[src/rtl/qei_multi.sv]
// Multi-channel quadrature encoder interface behind one Avalon-MM slave.
// Per channel: 2-flop sync, glitch filter, 4x decode, wrapping counter, status.
module qei_multi #(
    parameter int NUM_CH   = 2,
    parameter int CNT_W    = 32,
    parameter int FILT_LEN = 4
) (
    input  logic                clk,
    input  logic                reset_n,
    input  logic [2*NUM_CH-1:0] encab,
    input  logic [6:0]          address,
    input  logic                read,
    input  logic                write,
    input  logic [31:0]         writedata,
    output logic [31:0]         readdata
);

    // Gray position: 00->0, 10->1, 11->2, 01->3 so forward steps are +1 mod 4
    function automatic logic [1:0] gray_pos(input logic [1:0] ab);
        return {ab[0], ab[1] ^ ab[0]};
    endfunction

    logic [31:0] cnt_arr [NUM_CH];
    logic [31:0] sts_arr [NUM_CH];
    logic [31:0] rd_val;

    for (genvar c = 0; c < NUM_CH; c++) begin : g_ch
        logic [1:0]       s1, s2, filt, prev;
        logic [7:0]       fcnt;
        logic             init, err, dir;
        logic [CNT_W-1:0] cnt;
        logic             hit, wr_cnt, wr_clr;
        logic             accept, step_fwd, step_rev, bad;
        logic [1:0]       delta;

        assign hit    = (address[6:1] == 6'(c));
        assign wr_cnt = write && hit && !address[0];
        assign wr_clr = write && hit && address[0] && writedata[0];

        // While init is set the counter runs regardless, so a stable 00 also clears it
        assign accept = (init || (s2 != filt)) && (fcnt == 8'(FILT_LEN - 1));

        assign delta    = gray_pos(filt) - gray_pos(prev);
        assign step_fwd = (delta == 2'd1);
        assign step_rev = (delta == 2'd3);
        assign bad      = (delta == 2'd2);

        always_ff @(posedge clk or negedge reset_n) begin
            if (!reset_n) begin
                s1   <= '0;
                s2   <= '0;
                filt <= '0;
                prev <= '0;
                fcnt <= '0;
                init <= 1'b1;
                err  <= 1'b0;
                dir  <= 1'b0;
                cnt  <= '0;
            end else begin
                s1 <= encab[2*c +: 2];
                s2 <= s1;
                if (accept) begin
                    filt <= s2;
                    fcnt <= '0;
                    init <= 1'b0;
                end else if (init || (s2 != filt)) begin
                    fcnt <= fcnt + 8'd1;
                end else begin
                    fcnt <= '0;
                end
                // First acceptance preloads prev too, so no step is decoded
                prev <= (accept && init) ? s2 : filt;
                if (wr_cnt) begin
                    cnt <= writedata[CNT_W-1:0];
                end else if (step_fwd) begin
                    cnt <= cnt + CNT_W'(1);
                    dir <= 1'b1;
                end else if (step_rev) begin
                    cnt <= cnt - CNT_W'(1);
                    dir <= 1'b0;
                end
                err <= bad || (err && !wr_clr);
            end
        end

        assign cnt_arr[c] = 32'(cnt);
        assign sts_arr[c] = {23'd0, init, 6'd0, dir, err};
    end

    // Unmatched channel indices fall through to zero
    always_comb begin
        rd_val = '0;
        for (int c = 0; c < NUM_CH; c++) begin
            if (address[6:1] == 6'(c)) begin
                rd_val = address[0] ? sts_arr[c] : cnt_arr[c];
            end
        end
    end

    always_ff @(posedge clk or negedge reset_n) begin
        if (!reset_n) begin
            readdata <= '0;
        end else if (read) begin
            readdata <= rd_val;
        end
    end

endmodule

[config.mk]
export PLATFORM = sky130hd
export DESIGN_NAME = qei_multi
export DESIGN_NICKNAME = d
export VERILOG_FILES = /design/src/rtl/qei_multi.sv
export SDC_FILE = /design/constraint.sdc
export NUM_CORES = 1
export LEC_CHECK = 0
export ABC_AREA = 1
export BUFFER_PORTS_ARGS = -buffer_cell sky130_fd_sc_hd__buf_2
export CAP_MARGIN = 15
export CELL_PAD_IN_SITES_DETAIL_PLACEMENT = 1
export CELL_PAD_IN_SITES_GLOBAL_PLACEMENT = 2
export CORE_UTILIZATION = 35
export CTS_BUF_LIST = sky130_fd_sc_hd__clkbuf_4
export DETAILED_ROUTE_END_ITERATION = 16
export PLACE_DENSITY = 0.9
export SLEW_MARGIN = 20
export SYNTH_ARGS = -nofsm -noshare
export SYNTH_HDL_FRONTEND = slang
export SYNTH_SLANG_ARGS = --single-unit
export TNS_END_PERCENT = 100
[constraint.sdc]
create_clock -name clk -period 5.1 [get_ports clk]
set_input_delay 0.51 -clock clk [delete_from_list [all_inputs] [get_ports clk]]
set_output_delay 0.51 -clock clk [all_outputs]
set_load 0.005 [all_outputs]
After elaboration in Yosys (flattened, before gate mapping)
Cells that the tools add are included.

Output and inout bits: 32. Input bits: 47. Flip-flop bits (word level): 134. Logic and storage cells: 92.

Reduce and logical (&&, ||, !) cells: 28. Eq/ne operators: 11. Muxes and demuxes: 20. Bitwise gates (word level): 6. Add/sub/neg operators: 8.

Operators with widths (count): two-way mux 32 bit (10); adder 32 x 1 -> 32 bit, second input constant (2); subtractor 32 x 1 -> 32 bit, second input constant (2); two-way mux 8 bit (4); adder 8 x 1 -> 8 bit, second input constant (2); equality test 8 x 2 -> 1 bit, second input constant (2); logical AND 1 bit (14); equality test 2 bit, second input constant (4); equality test 6 x 1 -> 1 bit, second input constant (1); zero test 6 bit (1); nonzero test 3 bit (2); equality test 2 x 1 -> 1 bit, second input constant (2); logical OR 1 bit (4); two-way mux 1 bit (4); two-way mux 2 bit (2); inequality test 2 bit (2); AND reduction 2 bit (2); nonzero test 2 bit (2); subtractor 2 bit (2); XOR 1 bit (4); zero test 1 bit (3); inverter 1 bit (2).

Longest topological paths before layout
Depth after elaboration: 7. Mapped depth: 19. Mapped depth without buffers: 18.

Worst setup path before layout
Ideal clock, no wire load.

Path kind: reg-to-reg. Start: reg g_ch[1].filt[0]. End: reg g_ch[1].cnt[9]. Library setup time: 0.124 ns. Arrival time: 3.109 ns. Path slack: 1.867 ns. Path buffers: 1. Clock period less this slack: 3.233 ns. Data required time: 4.976 ns. Cell stages (with the launch flop): 18. Cell sequence: dfrtp_1 buf_2 xnor2_1 ha_1 xor2_1 nand2_1 nand2_1 nand2_1 ha_1 nor2_1 inv_1 nand3b_1 nand2_1 nand2_1 nand2_1 or2_2 nand3_1 nand3_1.

Word-level cells in the longest chain between the ends: 5. Elaborated cells on any way between the ends: 7. Those cells by class: add/sub (1); eq/ne (2); mux (2); bitwise (1); reduce/logical (1).

Ends and longest elaborated chain: start, declared (line 28) `logic [1:0] s1, s2, filt, prev;`; start signal, assigned (line 52) `filt <= '0;`; start signal, assigned (line 63) `filt <= s2;`; XOR 1 bit (line 20) `return {ab[0], ab[1] ^ ab[0]};`; subtractor 2 bit * (line 43) `assign delta = gray_pos(filt) - gray_pos(prev);`; equality test 2 x 1 -> 1 bit (line 44) `assign step_fwd = (delta == 2'd1);`; two-way mux 32 bit (line 75) `end else if (step_fwd) begin`; two-way mux 32 bit (line 73) `if (wr_cnt) begin`; end signal, assigned (line 74) `cnt <= writedata[CNT_W-1:0];`; end signal, assigned (line 76) `cnt <= cnt + CNT_W'(1);`; end signal, assigned (line 79) `cnt <= cnt - CNT_W'(1);`; end, declared (line 31) `logic [CNT_W-1:0] cnt;`.

Every way passes the cells marked *; elsewhere a longest branch is shown, timed or not. A chain may end at the register's enable or synchronous reset.

Worst setup path after layout
Start: reg g_ch[1].filt[0]. End: reg g_ch[1].cnt[20].

Word-level cells in the longest chain between the ends: 5. Elaborated cells on any way between the ends: 7. Those cells by class: add/sub (1); eq/ne (2); mux (2); bitwise (1); reduce/logical (1).

Ends and longest elaborated chain: XOR 1 bit (line 20); subtractor 2 bit * (line 43); equality test 2 x 1 -> 1 bit * (line 44); via g_ch[1].step_fwd (line 33) `logic accept, step_fwd, step_rev, bad;`; two-way mux 32 bit (line 75); two-way mux 32 bit (line 73).

Mark *: on every way through the listed nets, which the timed path passes. The rest lies on a longest branch.

==> results.py <==
metrics = {
    "run_status": {
        "outcome": "finished, final reports clean",
    },
    "finish": {
        "fill_cells": 4148,
        "regArea_um2": 3356,
        "multi_input_area_um2": 6230,
        "layout-drive-gt1-share_pct": 7.413,
        "final_nets": 1954,
        "antennaDiodeCount": 0,
        "syn2layout_area_growth_pct": 10.96,
    },
    "die": {
        "die_w_um": 178.6,
        "dieArea_um2": 31890,
        "core_um2": 30670,
        "start_util_pct": 35.58,
        "row_count": 64,
        "chipHeight_um": 178.6,
        "pin_count": 79,
    },
    "logic_synthesis": {
        "synth_top_cell_area_share_pct": 30.27,
        "async_flop_share_pct": 100.0,
        "ys_seq_area_share_pct": 30.75,
        "synth.avg_cell_area_um2": 6.210,
        "ys_types": 38,
        "yosys_register_bits": 134,
        "synth_flop_cell": "dfrtp_1",
        "synth_most_common_cell": "nand2_1",
        "syn_nets": 1876,
        "synthTopCellsByCount": "nand2_1, inv_1, dfrtp_1",
        "synthCells": 1757,
        "synth_area_um2": 10910,
        "yosys_warnings": 0,
        "synth_edf_count": 0,
        "yosys.area.top_type": "dfrtp_1",
        "synthTopCellsByArea": "dfrtp_1, nand2_1, inv_1",
    },
    "timing": {
        "setup_viol_count_final": 0,
        "worst_pin_slew_ns": 1.073,
        "rsz0062_at_grt": "no",
        "relSlewSlack_pct": 28.03,
        "fin_crit_ns": 3.559,
        "min_period_over_period_pct": 69.78,
        "worst_clock_skew_ns": 0.03056,
        "fmax_mhz": 281.0,
        "hold_violations": 0,
        "slew_viol_final": 0,
        "setup-tns-final_ns": 0,
    },
    "setup_path": {
        "cp.depth": 19,
        "ff2ff_setup_slack_ns": 1.54,
        "cp_common_cell": "nand2_1",
        "startpoint_type": "register",
        "critPathSlowestCell": "dfrtp_1",
        "crit_chain": "xnor2_1 -> ha_1 -> xor2_1 -> nand2_1 -> nand2_1 -> nand2_1 -> buf_4 -> inv_1 -> fa_1 -> inv_1 -> nand3_1 -> nand3_1 -> nand3_1 -> nand3_1 -> nand2_1 -> nand2_1 -> nand2_1 -> nand3_1 -> nand2_1",
        "critPathArrivalTime_ns": 4.05,
        "max_stage_delay_ns": 0.51,
        "crit_family": "simple AND/OR/NAND/NOR gates",
        "cp_max_fo": 35,
        "worst-path-buf-inv": 3,
        "rr_worst_depth": 19,
        "cp-end-kind": "register",
        "required_ns": 5.59,
        "path_class": "register to register",
    },
    "detailed_routing": {
        "drtIter0Drc": 573,
        "num_vias": 11162,
        "drt-total-wl_mm": 37.60,
        "remaining_drc_errors": 0,
        "wl_per_cell_um": 16.75,
        "avgViaCountPerCell": 4.974,
        "ant_nets": 0,
        "firstDrtPassIters": 4,
    },
    "clock_network": {
        "numClockSinks": 134,
        "clock_path_buffers": 2,
        "post-cts-setup-buffer-count": 0,
        "cts_tree": "done",
        "cts_max_level": 4,
        "cts-buffers-inserted": 17,
        "cts_root_buf": "clkbuf_4",
        "clkLatencyLatePin_ns": 0.61,
        "clk_pin_slew_ns": 0.14,
    },
    "grt": {
        "grt_max_degree": 104,
        "grt_pass1_wl_mm": 60.24,
        "gr-total-overflow": 0,
        "antenna_found_initial": 0,
        "grt_pass1_vias": 11481,
        "grt_usage_pct": 24.58,
    },
    "min_path": {
        "hp-class": "primary input to async pin",
    },
    "place": {
        "gp_congestion": 0.8731,
        "portBuffers": 78,
        "dp_hpwl_mm": 30.36,
    },
    "run": {
        "max-cap-violations": 0,
    },
}
==> through the flow <==
step	util [%]	worst slack, ns	hold slack [ns]	cells	cell area (µm²)
after floorplan	-	1.867	0.2144	1757	10910
after global placement	38.29	1.336	0.3434	2208	11740
after detailed placement	38.29	1.150	0.3370	2208	11740
after CTS	39.47	1.131	0.03869	2244	12110
after global routing	39.48	1.254	0.07186	2244	12110
final	39.48	1.541	0.02279	2244	12110
==> sequential cells by signal, summed over array words and instances, names as in the netlist <==
name and count:
g_ch.filt 4, g_ch.prev 4, g_ch.err 2, g_ch.s1 4, readdata 32, g_ch.s2 4, g_ch.init 2, g_ch.fcnt 16
g_ch.dir 2, g_ch.cnt 64
==> cell type report <==
cell class                 count  share of cell area, %
clock inverter                14                  1.540
clock buffer                  18                  1.116
timing repair buffer          93                  4.289
tap                          396                  4.092
sequential                   134                  27.72
inverter                     316                  9.796
multi-input combinational   1273                  51.45
==> worst paths after layout <==
| kind | from | to |
|---|---|---|
| max | g_ch[1].filt[0] | g_ch[1].cnt[20] |
| min | reset_n | g_ch[0].s2[1] |
| max reg2reg | g_ch[1].filt[0] | g_ch[1].cnt[20] |
| min reg2reg | g_ch[0].s1[0] | g_ch[0].s2[0] |
| max in group asynchronous | reset_n | g_ch[1].cnt[24] |
| min in group clk | writedata[2] | g_ch[1].cnt[2] |
==> cells by family after synthesis <==
| kind of cell | Yosys count | synth area share [%] |
|---|---|---|
| fa+ha+maj | 72 | 8.394 |
| compound gates | 198 | 9.758 |
| flops | 134 | 30.75 |
| xor+xnor | 38 | 3.050 |
| simple gates | 965 | 35.82 |
| buf+inv | 350 | 12.22 |
==> per-layer routing <==
metal  up-vias  wire [µm]  global-route usage, %
li1       5578          -                      -
met1      5340      17640                  31.67
met2       190      17810                  42.23
met3        54       1232                  3.559
met4         0        917                  7.239
met5         -          0                      0
==> what timing repair did <==
item / in CTS / in global routing
hold endpoints to repair: 4 / 0
resized for setup: 0 / 0
hold buffers: 4 / 0
==> cell usage in the layout (no fill, tap or decap), types with 6 or more instances in the layout <==
cell and instances:
xnor2_1 16, and2_1 6, nand2_1 689, clkbuf_4 18, o21ai_1 9, ha_1 70
nor3_1 8, nor2_1 112, o211ai_1 11, dfrtp_1 132, o21ai_0 87, inv_6 7
nand3b_1 11, o21bai_1 7, buf_4 11, buf_2 77, xor2_1 22, a21oi_1 74
nand3_1 119, inv_1 313
Power is left out: the tool's default activity adds up to more than one toggle a clock period on the data nets, which glitch-free logic cannot reach.
